===== src/rtl/trace_buffer.sv =====
// Instruction trace buffer: captures retired {pc, inst, addr} into a circular
// store under arm/trigger/stop control and lets the host pop entries oldest-first.
module trace_buffer #(
    parameter int DEPTH = 16,
    parameter int WRAP  = 0
) (
    input  logic                     clk,
    input  logic                     aresetn,
    input  logic                     arm,
    input  logic                     stop,
    input  logic                     clear,
    input  logic                     trig_en,
    input  logic [31:0]              trig_pc,
    input  logic                     cap_valid,
    input  logic [31:0]              cap_pc,
    input  logic [31:0]              cap_inst,
    input  logic [63:0]              cap_addr,
    input  logic                     rd_en,
    output logic                     rd_valid,
    output logic [31:0]              rd_pc,
    output logic [31:0]              rd_inst,
    output logic [63:0]              rd_addr,
    output logic [$clog2(DEPTH):0]   count,
    output logic                     empty,
    output logic                     full,
    output logic                     overflow,
    output logic [1:0]               state
);

    localparam int AW = $clog2(DEPTH);
    localparam int CW = AW + 1;

    typedef enum logic [1:0] {
        S_IDLE  = 2'd0,
        S_ARMED = 2'd1,
        S_CAPT  = 2'd2,
        S_DONE  = 2'd3
    } state_t;

    state_t          state_q, state_d;
    logic [AW-1:0]   wptr_q, wptr_d;
    logic [AW-1:0]   rptr_q, rptr_d;
    logic [CW-1:0]   count_q, count_d;
    logic            ovf_q, ovf_d;
    logic            rd_valid_q;
    logic [31:0]     rd_pc_q, rd_inst_q;
    logic [63:0]     rd_addr_q;

    logic [31:0]     mem_pc   [DEPTH];
    logic [31:0]     mem_inst [DEPTH];
    logic [63:0]     mem_addr [DEPTH];

    logic            trig_hit;
    logic            wr_req;
    logic            wr_go;
    logic            wr_drop;
    logic            wr_ovr;
    logic            pop_go;
    logic            pop_fire;
    logic            is_full;

    always_comb begin
        is_full  = (count_q == CW'(DEPTH));
        pop_go   = rd_en && (count_q != '0);
        // A matching PC while armed both triggers and is itself the first entry.
        trig_hit = (state_q == S_ARMED) && cap_valid && (cap_pc == trig_pc) && !stop;
        wr_req   = cap_valid && ((state_q == S_CAPT) || trig_hit);
        // A simultaneous pop frees a slot, so a full buffer neither drops nor overwrites.
        wr_drop  = wr_req && is_full && !pop_go && (WRAP == 0);
        wr_ovr   = wr_req && is_full && !pop_go && (WRAP != 0);
        wr_go    = wr_req && !wr_drop;
        pop_fire = pop_go && !clear;
    end

    always_comb begin
        state_d = state_q;
        wptr_d  = wptr_q;
        rptr_d  = rptr_q;
        count_d = count_q;
        ovf_d   = ovf_q | wr_drop | wr_ovr;

        case (state_q)
            S_IDLE, S_DONE: begin
                if (arm) state_d = trig_en ? S_ARMED : S_CAPT;
            end
            S_ARMED: begin
                if (stop)          state_d = S_DONE;
                else if (trig_hit) state_d = wr_drop ? S_DONE : S_CAPT;
            end
            S_CAPT: begin
                if (stop || wr_drop) state_d = S_DONE;
            end
            default: state_d = S_IDLE;
        endcase

        if (wr_go)            wptr_d = wptr_q + AW'(1);
        if (pop_go || wr_ovr) rptr_d = rptr_q + AW'(1);

        case ({wr_go && !wr_ovr, pop_go})
            2'b10:   count_d = count_q + CW'(1);
            2'b01:   count_d = count_q - CW'(1);
            default: count_d = count_q;
        endcase

        if (clear) begin
            state_d = S_IDLE;
            wptr_d  = '0;
            rptr_d  = '0;
            count_d = '0;
            ovf_d   = 1'b0;
        end
    end

    always_ff @(posedge clk) begin
        if (!aresetn) begin
            state_q    <= S_IDLE;
            wptr_q     <= '0;
            rptr_q     <= '0;
            count_q    <= '0;
            ovf_q      <= 1'b0;
            rd_valid_q <= 1'b0;
            rd_pc_q    <= '0;
            rd_inst_q  <= '0;
            rd_addr_q  <= '0;
        end else begin
            state_q    <= state_d;
            wptr_q     <= wptr_d;
            rptr_q     <= rptr_d;
            count_q    <= count_d;
            ovf_q      <= ovf_d;
            rd_valid_q <= pop_fire;
            if (pop_fire) begin
                rd_pc_q   <= mem_pc[rptr_q];
                rd_inst_q <= mem_inst[rptr_q];
                rd_addr_q <= mem_addr[rptr_q];
            end
        end
    end

    // Storage array carries no reset; the pointers alone define what is valid.
    always_ff @(posedge clk) begin
        if (wr_go) begin
            mem_pc[wptr_q]   <= cap_pc;
            mem_inst[wptr_q] <= cap_inst;
            mem_addr[wptr_q] <= cap_addr;
        end
    end

    assign rd_valid = rd_valid_q;
    assign rd_pc    = rd_pc_q;
    assign rd_inst  = rd_inst_q;
    assign rd_addr  = rd_addr_q;
    assign count    = count_q;
    assign empty    = (count_q == '0);
    assign full     = is_full;
    assign overflow = ovf_q;
    assign state    = state_q;

endmodule


===== config.mk =====
export PLATFORM = sky130hd
export DESIGN_NAME = trace_buffer
export DESIGN_NICKNAME = d
export VERILOG_FILES = /design/src/rtl/trace_buffer.sv
export SDC_FILE = /design/constraint.sdc
export NUM_CORES = 2
export LEC_CHECK = 0
export ABC_AREA = 0
export BUFFER_PORTS_ARGS = -buffer_cell sky130_fd_sc_hd__buf_2
export CORE_MARGIN = 2
export CORE_UTILIZATION = 45
export DETAILED_ROUTE_END_ITERATION = 6
export GPL_ROUTABILITY_DRIVEN = 0
export SETUP_SLACK_MARGIN = 0.02
export SLEW_MARGIN = 20
export SYNTH_ARGS = -nofsm -noshare
export SYNTH_HDL_FRONTEND = slang
export SYNTH_SLANG_ARGS = --single-unit
export TNS_END_PERCENT = 50

===== constraint.sdc =====
create_clock -name clk -period 6.6 [get_ports clk]
set_clock_uncertainty 0.15 [all_clocks]
set_input_delay 1.32 -clock clk [delete_from_list [all_inputs] [get_ports clk]]
set_output_delay 1.32 -clock clk [all_outputs]
set_load 0.05 [all_outputs]

# Yosys cells after proc, flatten, opt, wreduce, memory -nomap -nowiden

Memory sizes are Yosys's and may differ from the RTL's. A register that Yosys moved wholly into a read port is not among the register bits.
Cells that the tools add are included.

Register bits after elaboration: 17
Bits in latches: 0
Bits in writable memories: 2048
Memory bits (read-only): 0
Bits of input ports: 168
Output and inout port bits: 139
Word-level logic and storage cells: 60
Memories kept: 3

$add $sub $neg: 4
Multiply operators: 0
Div/mod/pow operators: 0
Magnitude comparators: 0
Eq/ne operators: 10
Shift-type cells: 0
Multiplexer cells: 10
Bitwise gates (word level): 2
Reduce and logical (&&, ||, !) cells: 25

Memory list:

| name     | depth | width | rd ports | clocked after memory_dff | write ports | line | RTL |
|---|---|---|---|---|---|---|---|
| mem_addr | 16    | 64    | 1        | 1                        | 1           | 51   | `logic [63:0] mem_addr [DEPTH];` |
| mem_inst | 16    | 32    | 1        | 1                        | 1           | 50   | `logic [31:0] mem_inst [DEPTH];` |
| mem_pc   | 16    | 32    | 1        | 1                        | 1           | 49   | `logic [31:0] mem_pc [DEPTH];` |

Operators with widths:

| cell                                                                | number |
|---|---|
| 32-bit == test                                                      | 1 |
| 2-bit 2-to-1 mux                                                    | 5 |
| 5-bit one-hot mux with 2 select lines                               | 1 |
| 1-bit logical AND                                                   | 9 |
| 4-bit by 1-bit adder with 4-bit output (second input constant)      | 2 |
| 1-bit zero test                                                     | 7 |
| 2-bit == test (second input constant)                               | 3 |
| 2-bit one-hot mux with 3 select lines                               | 1 |
| 5-bit by 1-bit adder with 5-bit output (second input constant)      | 1 |
| 5-bit == test (second input constant)                               | 1 |
| 5-bit zero test                                                     | 1 |
| 5-bit nonzero test                                                  | 1 |
| 5-bit by 1-bit subtractor with 5-bit output (second input constant) | 1 |
| 2-bit by 1-bit == test with 1-bit output (second input constant)    | 2 |
| 2-bit OR reduction                                                  | 2 |
| 1-bit 2-to-1 mux                                                    | 3 |
| 3-bit != test (second input constant)                               | 1 |
| 3-bit AND reduction                                                 | 1 |
| 2-bit zero test                                                     | 1 |
| 1-bit logical OR                                                    | 2 |
| 2-bit by 1-bit != test with 1-bit output (second input constant)    | 1 |
| 2-bit != test (second input constant)                               | 1 |
| 2-bit nonzero test                                                  | 1 |
| 1-bit inverter                                                      | 1 |
| 1-bit OR                                                            | 1 |

# Depth between registers and ports, before layout

Word-level depth: 12
Mapped depth: 15
Mapped depth without buffers: 15

# Worst setup path before layout

OpenSTA, ideal clock, no wires.

Path kind: input -> register
Start point: input port cap_pc[18]
End point: memory mem_addr[15][0], enable pin
Library setup time: 0.503 ns
Arrival: 5.891 ns
Data required time: 5.947 ns
Path slack: 0.056 ns
Stages on the path: 9
Buffers on the path: 2
Path through: nand2b_1 o2111ai_1 or4_4 nor4_1 o21a_1 and2_1 clkbuf_2 clkbuf_2 and3_1

Longest elaborated chain between the ends: 11

RTL lines:

| what                                     | line | RTL |
|---|---|---|
| from (decl)                              | 15   | `input logic [31:0] cap_pc,` |
| 32-bit == test *                         | 66   | `trig_hit = (state_q == S_ARMED) && cap_valid && (cap_pc == trig_pc) && !stop;` |
| 1-bit logical AND * (2 in series)        | 66   |  |
| 1-bit logical OR *                       | 67   | `wr_req = cap_valid && ((state_q == S_CAPT) \|\| trig_hit);` |
| 1-bit logical AND *                      | 67   |  |
| 1-bit logical AND (2 in series)          | --   |  |
| 1-bit zero test                          | 71   | `wr_go = wr_req && !wr_drop;` |
| 1-bit logical AND *                      | 71   |  |
| 1-bit 2-to-1 mux *                       | 142  | `if (wr_go) begin` |
| 1-bit 2-to-1 mux (not written as such) * | 145  | `mem_addr[wptr_q] <= cap_addr;` |
| to (decl)                                | 51   |  |

Every way passes the cells marked *; elsewhere a longest branch is shown, timed or not.

# Final worst setup path

Start point: input port cap_pc[2]
End point: memory mem_pc[15][6], enable pin

Longest elaborated chain between the ends: 11

RTL lines:

| what                                     | line | RTL |
|---|---|---|
| 32-bit == test *                         | 66   |  |
| 1-bit logical AND * (2 in series)        | 66   |  |
| 1-bit logical OR *                       | 67   |  |
| 1-bit logical AND *                      | 67   |  |
| 1-bit logical AND (2 in series)          | --   |  |
| 1-bit zero test                          | 71   |  |
| 1-bit logical AND *                      | 71   |  |
| 1-bit 2-to-1 mux *                       | 142  |  |
| 1-bit 2-to-1 mux (not written as such) * | 143  | `mem_pc[wptr_q] <= cap_pc;` |
| to (decl)                                | 49   |  |

Marks and branches as above.

==> impl_metrics.yaml <==
routing:
  drt_iter0_drc: 3210
  top_layer_used: "met5"
  wirelength_um: 200000
  wl_per_cell_um: 29.7
  wl_met1_um: 80400
  drc: 0
  postRouteAntennaNets: 0
  met3_length_um: 10600
  routed_via_density: 5.71
  met2WireLength_um: 103000
  drt_first_pass_iters: 5
  vias: 38317
final_layout:
  area.sequential_sq_mm: 0.0644
  syn2layout_area_growth_pct: 14.7
  fill_cells: 14269
  multiInputGateArea_sq_mm: 0.0177
  finish.net_count: 4223
  drive_above_1_share_pct: 31.8
synthesis:
  synth-seq-cells: 2193
  synth.net_count: 3802
  ys_warn_count: 0
  synth-main-ff-cell: "edfxtp_1"
  synth-edff-count: 2048
  synth_top_area_cell: "edfxtp_1"
  avgSynthCellArea_sq_um: 22.9
  synthTopCellsByArea: "edfxtp_1, mux4_2, dfxtp_1"
  synth_cell_types: 47
  syn_inst: 3623
  synth-seq-area-share_pct: 77.7
  synth_top_area_share_pct: 74.2
  ys_top_cells_by_count: "edfxtp_1, mux4_2, nand2_1, dfxtp_1, clkbuf_1"
  synthMostInstantiatedCell: "edfxtp_1"
  synth_area_sq_mm: 0.0829
  synth-async-reset-ratio_pct: 0
worst_setup_path:
  timing.rr.end: "mem_pc[15][6]"
  startpoint: "cap_pc[2]"
  crit_end: "mem_pc[15][6]"
  slowest_delay_ns: 0.77
  path_depth: 9
  r2r_cells: 10
  rr_startpoint: "state[1]"
  path_cells: "buf_2, xor2_1, nor4_1, nand4_1, nor4_1, o21a_1, and2_1, and3_4, buf_12"
  path_buf_inv: 2
  worstSetupPathType: "input port to register"
  crit_path_top_delay_cell: "and3_4"
  cp-end-kind: "register"
  cp.arrival_ns: 5.15
  cp_max_fo: 43
  path_common_cell: "nor4_1"
  r2r_slack_ns: 2.01
  cp.required_ns: 6.94
  path_delay_family: "simple AND/OR/NAND/NOR gates"
  cp-start-kind: "input port"
timing:
  worst_slack_ns: 1.79
  slew_viol_final: 0
  whs_ns: 0.299
  rsz0062_at_grt: "no"
  timing.slew.headroom_pct: 30.8
  hold_viol_final: 0
  min_period_ns: 4.81
  setup_violations: 0
  worst_pin_slew_ns: 1.04
  fmax_ghz: 0.208
  tns_ns: 0
  fin_crit_sh_pct: 72.9
pwr:
  clock_power_share_pct: 43.2
  power.internal_mw: 22.1
  comb_power_share_pct: 1.9
  p_sw_mw: 5.63
  peakVddDrop_v: 0.000233
  power.density_mw_per_mm2: 291
  switching_share_pct: 20.3
  power_frac_seq_pct: 54.9
  p_leak_nw: 29.1
  fin_total_pwr_mw: 27.7
cts:
  cts_resized: 0
  cts-root-buf: "clkbuf_16"
  cts_setup_buffers: 0
  clk_pin_slew_ns: 0.06
  cts_buffer_depth: 3
  htreeDepth: 4
  clk_latency_ns: 0.85
  numCtsBuffers: 220
  cts_tree: "built"
  clock_sinks: 2193
  cts_hold_repair.buffers: 0
die:
  die_w_um: 433
  start_util_pct: 45.3
  die_area_sq_mm: 0.188
  die_y_um: 433
  pin_count: 307
  core_area_sq_mm: 0.183
  fp-row-count: 157
hold_path:
  holdCritPathClass: "register to register"
placement:
  dp_hpwl_um: 115000
  post-place-ws_ns: 0.854
  port_buffers: 306
global_routing:
  grt_pass1_wl_um: 287000
  grt_pass1_vias: 39467
  antenna_found_initial: 31
  grt_use_total_pct: 21.5
  grt_max_degree: 104
  grt_overflow_total: 0
status:
  run_status: "complete, no violations"
flow_run:
  cap_violations: 0
## metal layers
metal | vias up | global-route usage, %
met4 | 20 | 5.98
met3 | 294 | 3.50
met5 | - | 0
met1 | 20738 | 28.6
li1 | 16099 | -
met2 | 1166 | 36.7
## worst reg2reg max path, cell delays in order (launching register included)
cell	delay, ns
dfxtp_1	0.32
inv_1	0.08
ha_1	0.31
nand2_1	0.22
nor3_1	0.30
nand4_1	0.30
nor4_1	0.57
o21a_1	0.19
and2_1	0.59
and3_4	0.78
buf_12	0.40
## flip-flops by register name, indices dropped and copies added (netlist names), 2 cells and up
register	cells
count	5
mem_addr	1024
mem_inst	512
mem_pc	512
rd_addr	64
rd_inst	32
rd_pc	32
rptr_q	4
state	2
wptr_q	4
## per-stage QoR
stage / cell area, sq um / std cells / utilization [%]
finish: 95100 / 6709 / 51.9
global route: 95100 / 6707 / 51.9
CTS: 95100 / 6703 / 51.9
detailed placement: 88100 / 6286 / 48.1
global placement: 88100 / 6286 / 48.1
floorplan: 82900 / 3623 / -
## logic make-up (layout without fill, tap and decap cells)
| group | after synthesis | after routing | share of synthesized area (%) |
|---|---|---|---|
| DFF | 2193 | 2193 | 77.7 |
| muxes | 645 | 645 | 17.3 |
| and+or+nand+nor | 359 | 359 | 1.91 |
| buffers and inverters | 211 | 827 | 1.05 |
| AOI/OAI and AO/OA | 180 | 180 | 1.61 |
| xor gates and xnor gates | 24 | 24 | 0.254 |
| adders and majority gates | 11 | 11 | 0.175 |
| other | 0 | 6 | 0 |
## layout by cell type, fill, tap and decap left out, types with 35 or more instances in the layout
master     synthesis  routed
clkbuf_1         103      58
clkinv_1           0      63
mux4_2           630     630
a21boi_0          93      93
nand2_1          248     248
buf_2             63     305
clkbuf_16          0     222
buf_12             0      55
dfxtp_1          145     141
nor2b_1           35      35
edfxtp_1        2048    2048
## how the worst min path moves through the flow
stage	from	endpoint	slack, ns	cells after the start
after floorplan	wptr_q[3]	wptr_q[3]	0.33	2
after global placement	rd_addr[61]	rd_addr[61]	0.29	2
after detailed placement	rd_addr[53]	rd_addr[53]	0.29	2
after CTS	rd_addr[53]	rd_addr[53]	0.30	2
after global routing	rd_addr[51]	rd_addr[51]	0.32	2
final	rd_addr[53]	rd_addr[53]	0.30	2
## power by group through the flow
stage	Clock, mW	Combinational, mW	Sequential [mW]
after floorplan	0	0.152	15.5
after global placement	0	0.518	15.5
after detailed placement	0	0.529	15.5
after CTS	12.2	0.529	15.2
after global routing	12.7	0.556	15.2
final	12.0	0.513	15.2
## area by class of cell
cell class                      instances  area share (%)
Antenna cell                            6          0.0158
Clock buffer                          288            6.19
Clock inverter                        129            1.12
Inverter                               17          0.0671
Multi-Input combinational cell       1219            18.6
Sequential cell                      2193            67.7
Tap cell                             2464            3.24
Timing Repair Buffer                  393            3.03
(Power assumes the default switching activity.)
